==> config.mk <==
export PLATFORM = sky130hd
export DESIGN_NAME = instr_decode_stage
export DESIGN_NICKNAME = d
export VERILOG_FILES = /design/src/rtl/instr_decode_pkg.sv /design/src/rtl/instr_decode_stage_skid_buffer2.sv /design/src/rtl/instr_decode_stage.sv
export SDC_FILE = /design/constraint.sdc
export NUM_CORES = 1
export LEC_CHECK = 0
export CAP_MARGIN = 20
export CORE_UTILIZATION = 45
export CTS_CLUSTER_DIAMETER = 150
export DETAILED_ROUTE_END_ITERATION = 10
export GPL_ROUTABILITY_DRIVEN = 0
export PLACE_DENSITY = 0.68
export RECOVER_POWER = 50
export SETUP_SLACK_MARGIN = 0.05
export SLEW_MARGIN = 20
export SYNTH_ARGS = -nofsm -noshare
export SYNTH_HDL_FRONTEND = slang
export SYNTH_HIERARCHICAL = 1
export SYNTH_SLANG_ARGS = --single-unit
==> constraint.sdc <==
create_clock -name clk -period 2.1 [get_ports clk]
set_clock_uncertainty 0.1 [all_clocks]
set_input_delay 0.21 -clock clk [delete_from_list [all_inputs] [get_ports clk]]
set_output_delay 0.21 -clock clk [all_outputs]
set_load 0.01 [all_outputs]
==> src/rtl/instr_decode_pkg.sv <==
`default_nettype none
// ============================================================================
//  Module      : instr_decode_pkg
//  Description : Opcode map, ALU function codes, instruction classes and the
//                control-strobe record shared by the decode stage.
//  Revision    : 1.0 - initial release
// ============================================================================
package instr_decode_pkg;

    // Opcode map (low four opcode bits; wider opcodes with any upper bit set
    // are outside the map and decode as illegal)
    localparam int         MAP_OPC_W   = 4;
    localparam logic [3:0] OPC_ADD     = 4'd0;
    localparam logic [3:0] OPC_SUB     = 4'd1;
    localparam logic [3:0] OPC_AND     = 4'd2;
    localparam logic [3:0] OPC_OR      = 4'd3;
    localparam logic [3:0] OPC_XOR     = 4'd4;
    localparam logic [3:0] OPC_SLL     = 4'd5;
    localparam logic [3:0] OPC_SRL     = 4'd6;
    localparam logic [3:0] OPC_MOV     = 4'd7;
    localparam logic [3:0] OPC_ADDI    = 4'd8;
    localparam logic [3:0] OPC_LOAD    = 4'd9;
    localparam logic [3:0] OPC_STORE   = 4'd10;
    localparam logic [3:0] OPC_LI      = 4'd11;
    localparam logic [3:0] OPC_JMP     = 4'd12;
    localparam logic [3:0] OPC_BEQZ    = 4'd13;
    localparam logic [3:0] OPC_HALT    = 4'd14;
    localparam logic [3:0] OPC_ILLEGAL = 4'd15;

    // ALU function codes (R-type opcodes map one-to-one onto these)
    localparam logic [2:0] ALU_ADD = 3'd0;
    localparam logic [2:0] ALU_SUB = 3'd1;
    localparam logic [2:0] ALU_AND = 3'd2;
    localparam logic [2:0] ALU_OR  = 3'd3;
    localparam logic [2:0] ALU_XOR = 3'd4;
    localparam logic [2:0] ALU_SLL = 3'd5;
    localparam logic [2:0] ALU_SRL = 3'd6;
    localparam logic [2:0] ALU_MOV = 3'd7;

    typedef enum logic [1:0] {
        CLS_R   = 2'd0,
        CLS_I   = 2'd1,
        CLS_J   = 2'd2,
        CLS_SYS = 2'd3
    } instr_class_e;

    // Control strobes carried in every decoded bundle
    typedef struct packed {
        logic [2:0] alu_op;
        logic       rd_we;
        logic       mem_rd;
        logic       mem_wr;
        logic       is_jump;
        logic       is_branch;
        logic       illegal;
    } ctrl_t;

    localparam int CTRL_W = $bits(ctrl_t);

    // Bundle layout: {opcode, dest, src2, imm_ext, ctrl}
    function automatic int bundle_width(input int opc_w, input int reg_w, input int data_w);
        return opc_w + 2 * reg_w + data_w + CTRL_W;
    endfunction

    function automatic instr_class_e classify(input logic [3:0] op);
        if (op <= OPC_MOV)       return CLS_R;
        else if (op <= OPC_LI)   return CLS_I;
        else if (op <= OPC_BEQZ) return CLS_J;
        else                     return CLS_SYS;
    endfunction

    // Arithmetic and memory I-types carry signed offsets; LI/JMP/BEQZ are unsigned
    function automatic logic is_sign_ext(input logic [3:0] op);
        return (op == OPC_ADDI) || (op == OPC_LOAD) || (op == OPC_STORE);
    endfunction

    function automatic ctrl_t decode_ctrl(input logic [3:0] op, input logic in_map);
        ctrl_t c;
        c = '0;
        if (!in_map) begin
            c.illegal = 1'b1;
        end else begin
            case (classify(op))
                CLS_R: begin
                    c.alu_op = op[2:0];
                    c.rd_we  = 1'b1;
                end
                CLS_I: begin
                    case (op)
                        OPC_ADDI:  begin c.rd_we = 1'b1; c.alu_op = ALU_ADD; end
                        OPC_LOAD:  begin c.rd_we = 1'b1; c.mem_rd = 1'b1; end
                        OPC_STORE: c.mem_wr = 1'b1;
                        default:   begin c.rd_we = 1'b1; c.alu_op = ALU_MOV; end
                    endcase
                end
                CLS_J: begin
                    if (op == OPC_JMP) c.is_jump   = 1'b1;
                    else               c.is_branch = 1'b1;
                end
                default: begin
                    // HALT raises no strobes; the last code is reserved
                    c.illegal = (op == OPC_ILLEGAL);
                end
            endcase
        end
        return c;
    endfunction

endpackage
`default_nettype wire

==> src/rtl/instr_decode_stage_skid_buffer2.sv <==
`default_nettype none
// ============================================================================
//  Module      : skid_buffer2
//  Description : Two-entry valid/ready skid buffer with registered ready,
//                synchronous flush and an external block request.
//  Revision    : 1.0 - initial release
// ============================================================================
module skid_buffer2 #(
    parameter int WIDTH = 8
) (
    input  logic             clk,
    input  logic             rst_n,
    input  logic             flush,
    input  logic             block_next,
    input  logic             in_valid,
    output logic             in_ready,
    input  logic [WIDTH-1:0] in_data,
    output logic             out_valid,
    input  logic             out_ready,
    output logic [WIDTH-1:0] out_data
);

    logic             head_valid, tail_valid, ready_q;
    logic [WIDTH-1:0] head_data, tail_data;
    logic             push, pop;
    logic             head_valid_n, tail_valid_n;
    logic             head_from_in, head_from_tail, tail_from_in;

    assign push      = in_valid && ready_q && !flush;
    assign pop       = head_valid && out_ready && !flush;
    assign in_ready  = ready_q;
    assign out_valid = head_valid;
    assign out_data  = head_data;

    // Occupancy transitions; the tail only fills when the head is held
    always_comb begin
        head_valid_n   = head_valid;
        tail_valid_n   = tail_valid;
        head_from_in   = 1'b0;
        head_from_tail = 1'b0;
        tail_from_in   = 1'b0;
        if (flush) begin
            head_valid_n = 1'b0;
            tail_valid_n = 1'b0;
        end else if (pop) begin
            if (tail_valid) begin
                head_from_tail = 1'b1;
                tail_valid_n   = 1'b0;
            end else if (push) begin
                head_from_in = 1'b1;
            end else begin
                head_valid_n = 1'b0;
            end
        end else if (push) begin
            if (head_valid) begin
                tail_from_in = 1'b1;
                tail_valid_n = 1'b1;
            end else begin
                head_from_in = 1'b1;
                head_valid_n = 1'b1;
            end
        end
    end

    // Entry valids and the registered ready
    always_ff @(posedge clk or negedge rst_n) begin
        if (!rst_n) begin
            head_valid <= 1'b0;
            tail_valid <= 1'b0;
            ready_q    <= 1'b0;
        end else begin
            head_valid <= head_valid_n;
            tail_valid <= tail_valid_n;
            ready_q    <= !tail_valid_n && !block_next;
        end
    end

    // Entry payloads
    always_ff @(posedge clk or negedge rst_n) begin
        if (!rst_n) begin
            head_data <= '0;
            tail_data <= '0;
        end else begin
            if (head_from_tail)    head_data <= tail_data;
            else if (head_from_in) head_data <= in_data;
            if (tail_from_in)      tail_data <= in_data;
        end
    end

endmodule
`default_nettype wire

==> src/rtl/instr_decode_stage.sv <==
`default_nettype none
// ============================================================================
//  Module      : instr_decode_stage
//  Description : Registered decode stage: field split, class decode, immediate
//                extension, skid-buffered handshake, flush, sticky halt and a
//                retired-bundle counter.
//  Revision    : 1.0 - initial release
// ============================================================================
module instr_decode_stage #(
    parameter int INSTR_W = 10,
    parameter int OPC_W   = 4,
    parameter int REG_W   = 3,
    parameter int DATA_W  = 16,
    parameter int CNT_W   = 16
) (
    input  logic               clk,
    input  logic               rst_n,
    input  logic               in_valid,
    output logic               in_ready,
    input  logic [INSTR_W-1:0] instruction,
    input  logic               flush,
    output logic               out_valid,
    input  logic               out_ready,
    output logic [OPC_W-1:0]   opcode,
    output logic [REG_W-1:0]   dest,
    output logic [REG_W-1:0]   src1,
    output logic [REG_W-1:0]   src2,
    output logic [DATA_W-1:0]  imm_ext,
    output logic [2:0]         alu_op,
    output logic               rd_we,
    output logic               mem_rd,
    output logic               mem_wr,
    output logic               is_jump,
    output logic               is_branch,
    output logic               illegal,
    output logic               halted,
    output logic [CNT_W-1:0]   decode_count
);
    import instr_decode_pkg::*;

    localparam int IMM_W    = INSTR_W - OPC_W;
    localparam int BUNDLE_W = bundle_width(OPC_W, REG_W, DATA_W);

    logic [OPC_W-1:0]    dec_opcode;
    logic [REG_W-1:0]    dec_dest, dec_src2;
    logic [IMM_W-1:0]    imm_field;
    logic [DATA_W-1:0]   dec_imm;
    logic [3:0]          opc_lo;
    logic                opc_in_map;
    ctrl_t               dec_ctrl, head_ctrl;
    logic                dec_halt, halt_accept, pop;
    logic [BUNDLE_W-1:0] dec_bundle, head_bundle;

    assign dec_opcode = instruction[INSTR_W-1 -: OPC_W];
    assign dec_dest   = instruction[2*REG_W-1:REG_W];
    assign dec_src2   = instruction[REG_W-1:0];
    assign imm_field  = instruction[IMM_W-1:0];

    // Opcodes wider than the map are only legal when the extra bits are zero
    generate
        if (OPC_W > MAP_OPC_W) begin : g_wide_opcode
            assign opc_lo     = dec_opcode[3:0];
            assign opc_in_map = ~|dec_opcode[OPC_W-1:MAP_OPC_W];
        end else begin : g_map_opcode
            assign opc_lo     = dec_opcode[3:0];
            assign opc_in_map = 1'b1;
        end
    endgenerate

    assign dec_ctrl = decode_ctrl(opc_lo, opc_in_map);
    assign dec_halt = opc_in_map && (opc_lo == OPC_HALT);

    // Immediate extension chosen by opcode
    always_comb begin
        dec_imm = DATA_W'(imm_field);
        if (opc_in_map && is_sign_ext(opc_lo)) begin
            dec_imm = DATA_W'($signed(imm_field));
        end
    end

    assign dec_bundle = {dec_opcode, dec_dest, dec_src2, dec_imm, dec_ctrl};

    // A HALT that is actually taken in (not flushed) blocks all later input
    assign halt_accept = in_valid && in_ready && !flush && dec_halt;
    assign pop         = out_valid && out_ready && !flush;

    skid_buffer2 #(
        .WIDTH (BUNDLE_W)
    ) u_skid (
        .clk        (clk),
        .rst_n      (rst_n),
        .flush      (flush),
        .block_next (halted || halt_accept),
        .in_valid   (in_valid),
        .in_ready   (in_ready),
        .in_data    (dec_bundle),
        .out_valid  (out_valid),
        .out_ready  (out_ready),
        .out_data   (head_bundle)
    );

    assign {opcode, dest, src2, imm_ext, head_ctrl} = head_bundle;
    assign src1      = dest;
    assign alu_op    = head_ctrl.alu_op;
    assign rd_we     = head_ctrl.rd_we;
    assign mem_rd    = head_ctrl.mem_rd;
    assign mem_wr    = head_ctrl.mem_wr;
    assign is_jump   = head_ctrl.is_jump;
    assign is_branch = head_ctrl.is_branch;
    assign illegal   = head_ctrl.illegal;

    // Sticky halt, cleared only by reset
    always_ff @(posedge clk or negedge rst_n) begin
        if (!rst_n)           halted <= 1'b0;
        else if (halt_accept) halted <= 1'b1;
    end

    // Count bundles handed downstream (wraps naturally)
    always_ff @(posedge clk or negedge rst_n) begin
        if (!rst_n)   decode_count <= '0;
        else if (pop) decode_count <= decode_count + 1'b1;
    end

endmodule
`default_nettype wire

## Word-level counts from Yosys, hierarchy flattened

Cells that the tools add are included.

| operators by class | value |
|---|---|
| $add $sub $neg | 1 |
| magnitude comparators | 3 |
| equality and inequality tests | 10 |
| muxes and demuxes | 38 |
| reduce and logical (&&, ||, !) cells | 18 |

Operator list:

| cell | number |
|---|---|
| $mux W35 | 2 |
| $mux W1 | 29 |
| $eq A4 B4 Y1 const B | 6 |
| $add A16 B1 Y16 const B | 1 |
| $mux W16 | 1 |
| $le A4 B4 Y1 const B | 2 |
| $mux W2 | 4 |
| $pmux W4 S2 | 1 |
| $logic_and A1 B1 Y1 | 6 |
| $ne A3 B3 Y1 const B | 2 |
| $reduce_or A3 Y1 | 2 |
| $le A4 B3 Y1 const B | 1 |
| $logic_not A1 Y1 | 3 |
| $logic_or A1 B1 Y1 | 3 |
| $mux W3 | 1 |
| $reduce_and A3 Y1 | 1 |
| $reduce_bool A3 Y1 | 1 |
| $eq A2 B1 Y1 const B | 1 |
| $eq A2 B2 Y1 const B | 1 |
| $logic_not A2 Y1 | 1 |
| $reduce_bool A2 Y1 | 1 |

| storage, ports and cells | value |
|---|---|
| bits in registers | 90 |
| input bits | 15 |

## Logic depth before layout (Yosys ltp)

Gate-level depths: netlist of the first run.

| logic depth | value |
|---|---|
| word-level depth | 9 |
| depth in mapped cells | 5 |
| gate-level depth less buffers | 5 |

## Hierarchy

Netlist of the first run, hierarchy kept.

By module, submodules not included:

| module | instances | cells each | area an instance (um^2) | sequential area each (um^2) |
|---|---|---|---|---|
| skid_buffer2 | 1 | 207 | 3400.8 | 1826.8 |
| instr_decode_stage | 1 | 86 | 923.4 | 425.4 |

## Worst setup path before layout of the first run

OpenSTA, ideal clock, no wires.

| path | value |
|---|---|
| path kind | reg2reg |
| from | register u_skid.head_valid, in the netlist u_skid/out_valid |
| to | register u_skid.head_data[8], in the netlist u_skid/out_data[8] |
| arrival | 1.591 ns |
| data required time | 1.875 ns |
| slack | 0.284 ns |
| stages on the path, launching flop included | 5 |
| clock period less this slack | 1.816 ns |
| cell sequence | dfrtp_1 -> and2b_1 -> a211oi_4 -> buf_6 -> mux2_2 |

| on the way | value |
|---|---|
| cells in the longest elaborated chain, start to end | 5 |
| elaborated cells on any way between the ends | 10 |

RTL lines:

| what | line | source |
|---|---|---|
| start: declaration | instr_decode_stage_skid_buffer2.sv:23 | `logic head_valid, tail_valid, ready_q;` |
| start signal: assignment | instr_decode_stage_skid_buffer2.sv:72 | `head_valid <= head_valid_n;` |
| $mux W1 / $logic_and A1 B1 Y1 (equally long branches) | instr_decode_stage_skid_buffer2.sv:55, instr_decode_stage_skid_buffer2.sv:30 |  |
| $mux W1 / $logic_and A1 B1 Y1 (equally long branches) | instr_decode_stage_skid_buffer2.sv:54, instr_decode_stage_skid_buffer2.sv:30 |  |
| $mux W1 | instr_decode_stage_skid_buffer2.sv:45 | `end else if (pop) begin` |
| $mux W1 | instr_decode_stage_skid_buffer2.sv:42 | `if (flush) begin` |
| $reduce_bool A2 Y1 (no source line) / $mux W35 (equally long branches) | - |  |
| end signal: assignment | instr_decode_stage_skid_buffer2.sv:84 | `if (head_from_tail) head_data <= tail_data;` |
| end signal: assignment | instr_decode_stage_skid_buffer2.sv:85 | `else if (head_from_in) head_data <= in_data;` |
| end: declaration | instr_decode_stage_skid_buffer2.sv:24 | `logic [WIDTH-1:0] head_data, tail_data;` |

Several ways; a longest one is shown, not always the timed one.
A chain may end at the register's enable or synchronous reset.

## Final worst setup path of the first run

| path | value |
|---|---|
| from | register u_skid.head_valid, in the netlist u_skid/out_valid |
| to | register u_skid.head_data[34], in the netlist u_skid/out_data[34] |

The elaborated chain is that of the path after synthesis.

==> results.txt, run 1 <==
FF-to-FF End: u_skid/out_data[34]
DR pass1 iterations: 4
Post-Syn Instances: 293
Critical path type: reg2reg
Worst r2r path cells: 4
Number of synthesized flops with an enable pin: 0
Setup total negative slack: 0 ps
Worst Setup EP: u_skid/out_data[34]
Final wirelength: 7.44 mm
Placed insts: 494
Headroom to the max-slew limit: 46.7%
Sw Share: 27.4%
Cts repair resizes: 0
Initial antenna violation count: 0
Sequential area share after synthesis: 52.1%
I/O Pins: 72
Average wire per standard cell: 14.6 um
Worst skew pair latency: 350 ps
Pwr Density: 877 mW/mm2
Number of global-route vias before repair: 2466
# Max-Cap Violations: 0
Syn avg cell area: 14.8 um2
Worst-Margin Slew: 800 ps
Starting DRT DRC Count: 97
R2R Setup Slk: 230 ps
Leading area contributor after synthesis: dfrtp_1
Post-route ant nets: 0
CP endpoint kind: flop
Vias/cell: 4.90
Layout area overhead: 25.1%
Clock root buffer: clkbuf_8
Sink Count: 90
Nets@finish: 393
Fin cells: 511
Crit path launch: u_skid/out_valid
Max Freq: 534 MHz
Core area: 0.00928 mm2
CTS tree: done
CP Data Required Time: 2250 ps
Hpwl dp: 4.99 mm
Distinct cells, synth: 38
Slew Viols, Final: 0
Rows: 35
Post-CTS Setup Bufs: 0
Synth top area cells: dfrtp_1, mux2_4, mux2_2, xnor2_1, buf_6
Die Y: 100 um
Gr ovfl total: 0
Net Sw Power: 1300 uW
Gr usage total: 16.4%
Hold Crit Class: in2async
Most instantiated cells after synthesis: dfrtp_1, mux2_4, mux2_2
Flop pwr share: 49.1%
Leakage: 0.00255 uW
Clock network fraction of design power: 25.3%
Comb power frac: 25.6%
I/O Buffers: 71
#FFs+latches synth: 90
Cell Area, Synth: 0.00432 mm2
Ys flop type: dfrtp_1
Final Hold Vio Count: 0
First-pass GRT wire length: 12.7 mm
Final min period: 1870 ps
Fin crit share: 89.2%
Antenna diodes: 0
Arr. time, crit path: 2020 ps
CTS H-tree lvls: 3
Share of cells above drive strength 1: 35.1%
CP max FO: 26
Largest net degree at the start of global routing: 40
Setup crit start kind: flop
Share of the synthesized area in the top cell type: 52.1%
Clock Pin Slew Worst Setup and Hold Paths: 100 ps
Effective utilization at floorplan: 46.6%
R2r startpoint: u_skid/out_valid
DRC viols: 0
Mapped Nets: 309
RSZ-0062 raised after global routing: false
Internal Dissipation: 3440 uW
# setup viols final: 0
Outcome: finished, final reports clean
Max VDD drop: 0.000625 V
Via count: 2506
Num CTS Buffers: 9
CTS max path bufs: 2
Die width: 100 um
Top-count cell post-synth: dfrtp_1
Die footprint: 0.0100 mm2
Synth async-reset ratio: 100%
Yosys Warn Count: 6
worst max-delay path: stages, from the launching register on:
cell	delay (ps)
dfrtp_1	500
nand4b_1	300
buf_12	270
mux2_4	320
mux2_4	260
repair_timing:
item,4_1_cts,5_1_grt
hold endpoints to repair,31,0
hold buffers,1,0
setup endpoints to repair,0,0
cell families after synthesis:
kind of cell | Yosys count | synth area share [%]
simple gates | 54 | 7.81
fa+ha+maj | 1 | 0.289
flops | 90 | 52.1
buf+inv | 16 | 3.13
compound gates | 15 | 2.58
xor+xnor | 15 | 3.04
mux | 102 | 31.1
flip-flops by register name, summed over array words and instances, names as in the netlist:
register	flops
u_skid/tail_data	35
decode_count	16
halted	1
u_skid/tail_valid	1
u_skid/in_ready	1
u_skid/out_data	35
u_skid/out_valid	1
worst min path at each step:
| stage | from | to | slack [ps] |
|---|---|---|---|
| detailed placement | rst_n | u_skid/out_data[19] | 80 |
| global placement | rst_n | u_skid/out_data[17] | 80 |
| floorplan | rst_n | decode_count[0] | -190 |
| CTS | rst_n | u_skid/tail_data[19] | 220 |
| global route | decode_count[15] | decode_count[15] | 390 |
| finish | rst_n | u_skid/out_data[19] | 360 |
metal layers:
metal	GRT usage [%]	routed length, um	up-vias
met1	22.3	3610	1235
met4	6.35	113	0
met2	25.6	3510	45
li1	-	-	1214
met3	3.83	210	12
met5	0	0	-
placed cells by master, fill, tap and decap left out, types with 2 or more instances in the layout:
cell / n
a41o_1: 2
buf_4: 8
and3_1: 3
inv_1: 2
nand4_1: 3
o21ai_0: 4
clkinv_2: 2
nor2b_1: 2
dfrtp_1: 90
xor2_1: 4
nand4b_1: 2
nand2b_1: 6
clkdlybuf4s50_1: 55
nor2_1: 11
clkbuf_1: 2
mux2_4: 52
nand3_1: 5
mux2_1: 3
buf_12: 3
clkbuf_8: 9
dlygate4sd3_1: 16
xnor2_1: 11
nand2_1: 11
a21boi_1: 2
a31oi_1: 3
clkbuf_2: 2
and3b_1: 2
mux2_2: 47
area by class of cell:
type	instances	area [um2]
multi-input combinational	187	1930
clock inverter	7	76.3
timing repair buffer	87	856
sequential	90	2250
tap	129	161
clock buffer	9	124
inverter	2	7.51
fill	794	3870
power groups by stage:
stage	clock network, uW	logic [uW]	registers [uW]
2_1_floorplan	0	572	2410
3_3_place_gp	0	1240	2360
3_5_place_dp	0	1260	2370
4_1_cts	1250	1260	2340
5_1_grt	1310	1320	2390
6_report	1200	1220	2330
stage by stage:
stage          area (um2)  setup slack (ps)  hold slack (ps)  power [uW]  utilization (%)
2_1_floorplan        4320               284             -186        2980                -
3_3_place_gp         5230             -18.9             80.5        3590             56.4
3_5_place_dp         5230             -44.7             84.7        3630             56.4
4_1_cts              5440               220              218        4850             58.6
5_1_grt              5410               138              387        5020             58.3
6_report             5410               227              358        4740             58.3
Power figures use the tool's default switching activity.
==> inputs of run 2 (changes only) <==
--- a/config.mk
+++ b/config.mk
@@ -6,11 +6,11 @@
 export NUM_CORES = 1
 export LEC_CHECK = 0
 export CAP_MARGIN = 20
-export CORE_UTILIZATION = 45
+export CORE_UTILIZATION = 54
 export CTS_CLUSTER_DIAMETER = 150
 export DETAILED_ROUTE_END_ITERATION = 10
 export GPL_ROUTABILITY_DRIVEN = 0
-export PLACE_DENSITY = 0.68
+export PLACE_DENSITY = 0.8
 export RECOVER_POWER = 50
 export SETUP_SLACK_MARGIN = 0.05
 export SLEW_MARGIN = 20
==> results.txt, run 2 (synthesis results as in run 1) <==
Outcome: finished, final reports clean
CTS tree: done
Crit path largest cell delay: 490 ps (about the same)
Rows: 32 (-8.6%)
Final wirelength: 7.53 mm (+1.2%)
Setup crit start kind: flop
I/O Buffers: 71 (unchanged)
Die Y: 91.5 um (-8.5%)
FF-to-FF End: u_skid/out_data[7]
Flop pwr share: 47.8% (-1.3 points)
Effective utilization at floorplan: 56.0% (+9.4 points)
Clock root buffer: clkbuf_8
Average wire per standard cell: 15.5 um (+6.7%)
Pwr Density: 896 mW/mm2 (+2.2%)
Num CTS Buffers: 9 (unchanged)
CP Data Required Time: 2240 ps (about the same)
Number of global-route vias before repair: 2511 (+1.8%)
# Max-Cap Violations: 0 (unchanged)
CP cell instances: nand4b_1, buf_12, mux2_2, mux2_1
Initial antenna violation count: 0 (unchanged)
Comb power frac: 25.2% (-0.4 points)
Arr. time, crit path: 2000 ps (-20 ps)
Largest net degree at the start of global routing: 55 (+38%)
Hold path depth: 1
Worst-Margin Slew: 943 ps (+143 ps)
Antenna diodes: 0 (unchanged)
Cts repair resizes: 0 (unchanged)
Critical path type: reg2reg
Gr ovfl total: 0 (unchanged)
Internal Dissipation: 3580 uW (+3.8%)
Setup total negative slack: 0 ps (unchanged)
Clock network fraction of design power: 26.9% (+1.6 points)
CTS max path bufs: 2 (unchanged)
CP max FO: 37 (+42%)
DRC viols: 0 (unchanged)
Worst skew pair latency: 350 ps (about the same)
CP endpoint kind: flop
Vias/cell: 5.18 (+5.7%)
R2R Setup Slk: 240 ps (about the same)
Via count: 2514 (+0.32%)
Post-route ant nets: 0 (unchanged)
Post-CTS Setup Bufs: 0 (unchanged)
R2r startpoint: u_skid/out_valid
RSZ-0062 raised after global routing: false
Layout area overhead: 26.0%
Max Freq: 538 MHz (+0.76%)
CP max-delay cell: dfrtp_1
Worst r2r path cells: 4 (unchanged)
Sw Share: 26.8% (-0.62 points)
Most common cell after layout, fill and taps aside: dfrtp_1
CTS H-tree lvls: 3 (unchanged)
Leakage: 0.00259 uW (+1.5%)
Die width: 91.5 um (-8.5%)
Hold Crit Class: reg2reg
Total power: 4880 uW (+2.9%)
Final Core Density: 70.5% (+12 points)
Most frequent cells in the layout: dfrtp_1, clkdlybuf4s50_1, mux2_4
Clock Pin Slew Worst Setup and Hold Paths: 90 ps (about the same)
Final Hold Vio Count: 0 (unchanged)
Fin crit share: 88.5% (-0.67 points)
# setup viols final: 0 (unchanged)
Core area: 0.00773 mm2 (-17%)
# fillers: 537 (-32%)
Endpoint, Worst Hold: decode_count[15]
Die footprint: 0.00837 mm2 (-16%)
Slew Viols, Final: 0 (unchanged)
Sink Count: 90 (unchanged)
DR pass1 iterations: 4 (unchanged)
Share of cells above drive strength 1: 35.2% (+0.17 points)
First-pass GRT wire length: 12.5 mm (-1.2%)
Nets@finish: 394 (+0.25%)
Starting DRT DRC Count: 43 (-56%)
Hold-fix buffers at CTS: 1 (unchanged)
Hpwl dp: 5.08 mm (+1.8%)
Final min period: 1860 ps (-14.1 ps)
I/O Pins: 72 (unchanged)
Max VDD drop: 0.000505 V (-19%)
Net Sw Power: 1310 uW (+0.56%)
Gr usage total: 19.2% (+2.8 points)
Headroom to the max-slew limit: 37.1% (-9.5 points)
Hold path startpoint: decode_count[15]
[run 2: routing by layer]
metal	routed length, um	vias up	global-route usage [%]
met4	91	0	7.14
met3	206	9	3.35
met1	3550	1258	25.8
met2	3690	37	31.2
met5	0	-	0
li1	-	1210	-
[run 2: cell type report]
type | count | area (um2) | share of cell area, %
clock buffer | 9 | 124 | 2.27
clock inverter | 7 | 98.8 | 1.81
timing repair buffer | 88 | 903 | 16.6
tap | 102 | 128 | 2.34
multi-input combinational | 187 | 1930 | 35.5
sequential | 90 | 2250 | 41.3
inverter | 2 | 7.51 | 0.138
[run 2: metrics by stage]
stage,hold WS [ps],worst slack (ps),instance area [um2],std cells
5_1_grt,389,176,5450,485
3_3_place_gp,101,17.5,5230,468
2_1_floorplan,-186,284,4320,293
6_report,368,241,5450,485
4_1_cts,261,241,5470,485
3_5_place_dp,106,5.59,5230,468
[run 2: how the worst max path moves through the flow]
stage / startpoint / endpoint / slack, ps / depth (start not counted)
finish: u_skid/out_valid / u_skid/out_data[7] / 240 / 4
global placement: out_ready / u_skid/out_data[20] / 20 / 5
floorplan: u_skid/out_valid / u_skid/out_data[8] / 280 / 4
global route: u_skid/out_valid / u_skid/out_data[20] / 180 / 4
CTS: u_skid/out_valid / u_skid/out_data[7] / 240 / 4
detailed placement: out_ready / u_skid/out_data[4] / 6 / 5
[run 2: power by group through the flow]
| stage | Sequential (uW) | Clock [uW] | Combinational, uW |
|---|---|---|---|
| final | 2340 | 1310 | 1230 |
| after global routing | 2390 | 1420 | 1310 |
| after CTS | 2340 | 1340 | 1280 |
| after detailed placement | 2370 | 0 | 1270 |
| after global placement | 2350 | 0 | 1230 |
| after floorplan | 2410 | 0 | 572 |
[run 2: critical path, delay by kind of cell (launching register included)]
family / cells / cell delay (ps)
buffers and inverters: 1 / 270
multiplexers: 2 / 680
AND/OR/NAND/NOR: 1 / 190
flip-flops: 1 / 490
==> inputs of run 3 (changes only) <==
==> constraint.sdc (replaced) <==
create_clock -name clk -period 2.1 [get_ports clk]
set_clock_uncertainty 0.1 [all_clocks]
set_input_delay 0.21 -clock clk [delete_from_list [all_inputs] [get_ports clk]]
set_output_delay 0.21 -clock clk [all_outputs]
set_load 0.05 [all_outputs]
==> results.txt, run 3 (synthesis results as in run 1) <==
Share of cells above drive strength 1: 34.9% (-0.35 points)
Die width: 91.5 um (unchanged)
Met1 wire length: 3.48 mm (-2.0%)
Most frequent cells in the layout: dfrtp_1, clkdlybuf4s50_1, mux2_4
Max VDD drop: 0.000727 V (+44%)
Post-CTS Setup Bufs: 0 (unchanged)
Sink Count: 90 (unchanged)
Outcome: finished, final reports clean
Core area: 0.00773 mm2 (unchanged)
Cts repair resizes: 0 (unchanged)
Endpoint, Worst Hold: decode_count[15]
CP max-delay cell: clkdlybuf4s50_1
First-pass GRT wire length: 12.8 mm (+2.7%)
Slew Viols, Final: 0 (unchanged)
Pre-CTS WS: 14.7 ps (+9.11 ps)
CP max FO: 6 (-84%)
Hold path depth: 1 (unchanged)
Starting DRT DRC Count: 69 (+60%)
Most common cell after layout, fill and taps aside: dfrtp_1
Clock root buffer: clkbuf_8
Post-route ant nets: 0 (unchanged)
Hold-fix buffers at CTS: 1 (unchanged)
FF-to-FF End: decode_count[12]
DRC viols: 0 (unchanged)
Hold Crit Class: reg2reg
Final wirelength: 7.62 mm (+1.1%)
CP Data Required Time: 1790 ps (-450 ps)
Die footprint: 0.00837 mm2 (unchanged)
CP top delay family: buffers and inverters
Cell Area, Placed: 0.00523 mm2 (about the same)
CTS H-tree lvls: 3 (unchanged)
Wire length on met3: 213 um (+3.4%)
Top sig layer: met4
Critical path type: reg2out
Rows: 32 (unchanged)
Fin Hold WS: 380 ps (+12.2 ps)
Max Freq: 505 MHz (-6.2%)
Worst skew pair latency: 350 ps (about the same)
Met2 Wirelength: 3.80 mm (+3.1%)
Pwr Density: 1020 mW/mm2 (+14%)
Gr usage total: 19.8% (+0.59 points)
Final instance area: 0.00537 mm2 (-1.5%)
RSZ-0062 raised after global routing: false
# setup viols final: 0 (unchanged)
Headroom to the max-slew limit: 35.6% (-1.5 points)
Fin crit share: 94.3% (+5.8 points)
Setup total negative slack: 0 ps (unchanged)
Effective utilization at floorplan: 56.0% (unchanged)
Hold path startpoint: decode_count[15]
Arr. time, crit path: 1670 ps (-330 ps)
Leakage: 0.00250 uW (-3.4%)
CP cell instances: clkdlybuf4s50_1
# fillers: 569 (+6.0%)
CTS tree: done
Crit path largest cell delay: 840 ps (+350 ps)
DR pass1 iterations: 4 (unchanged)
Buf/Inv on CP: 1 (unchanged)
Die Y: 91.5 um (unchanged)
Initial antenna violation count: 0 (unchanged)
Via count: 2537 (+0.91%)
Vias/cell: 5.22 (+0.71%)
Average wire per standard cell: 15.7 um (+0.89%)
I/O Pins: 72 (unchanged)
Clock Pin Slew Worst Setup and Hold Paths: 90 ps (about the same)
# Max-Cap Violations: 0 (unchanged)
Gr ovfl total: 0 (unchanged)
Setup crit start kind: flop
Final Hold Vio Count: 0 (unchanged)
R2r startpoint: decode_count[0]
Nets@finish: 395 (+0.25%)
CTS max path bufs: 2 (unchanged)
Hpwl dp: 5.26 mm (+3.6%)
Worst-Margin Slew: 966 ps (+23.2 ps)
Antenna diodes: 0 (unchanged)
Largest net degree at the start of global routing: 40 (-27%)
Crit path launch: decode_count[4]
R2R Setup Slk: 140 ps (-100 ps)
Num CTS Buffers: 9 (unchanged)
Number of global-route vias before repair: 2621 (+4.4%)
Worst setup margin: 119 ps (-122 ps)
Final min period: 1980 ps (+122 ps)
Layout area overhead: 24.1%
CP endpoint kind: primary output
I/O Buffers: 71 (unchanged)
Worst r2r path cells: 5 (+1)
[run 3: changes by cell type in the layout (fill, tap and decap cells not counted), sizes merged]
cell,previous run,this run
bufinv,2,1
clkbuf,12,18
dlygate4sd3,19,3
inv,5,3
clkdlybuf4s50,52,68
buf,14,11
clkinvlp,1,2
[run 3: layout make-up]
class	instances	area (um2)	area share [%]
clock buffer	11	141	2.63
clock inverter	5	62.6	1.17
inverter	2	7.51	0.140
multi-input combinational	187	1900	35.5
sequential	90	2250	42.0
tap	102	128	2.38
timing repair buffer	89	871	16.2
[run 3: through the flow]
step / power (uW) / std cells / util (%)
6_report: 5490 / 486 / 69.5
5_1_grt: 5730 / 486 / 69.5
4_1_cts: 5560 / 486 / 70.4
3_5_place_dp: 4360 / 469 / 67.7
3_3_place_gp: 4300 / 469 / 67.7
2_1_floorplan: 3680 / 293 / -
[run 3: metal layers]
metal	track usage (%)	vias up
met5	0	-
met2	32.8	43
li1	-	1219
met1	26.3	1262
met3	2.68	13
met4	7.94	0
[run 3: power breakdown]
part | switching, uW | internal (uW)
sequential | 246 | 2090
clock | 598 | 589
combinational | 1150 | 820
[run 3: worst max-delay path by stage]
stage	end	cells past startpoint	slack, ps
after floorplan	u_skid/out_data[8]	4	100
after global placement	u_skid/out_data[20]	5	30
after detailed placement	u_skid/out_data[16]	5	10
after CTS	decode_count[4]	1	110
after global routing	decode_count[12]	5	50
final	decode_count[4]	1	120
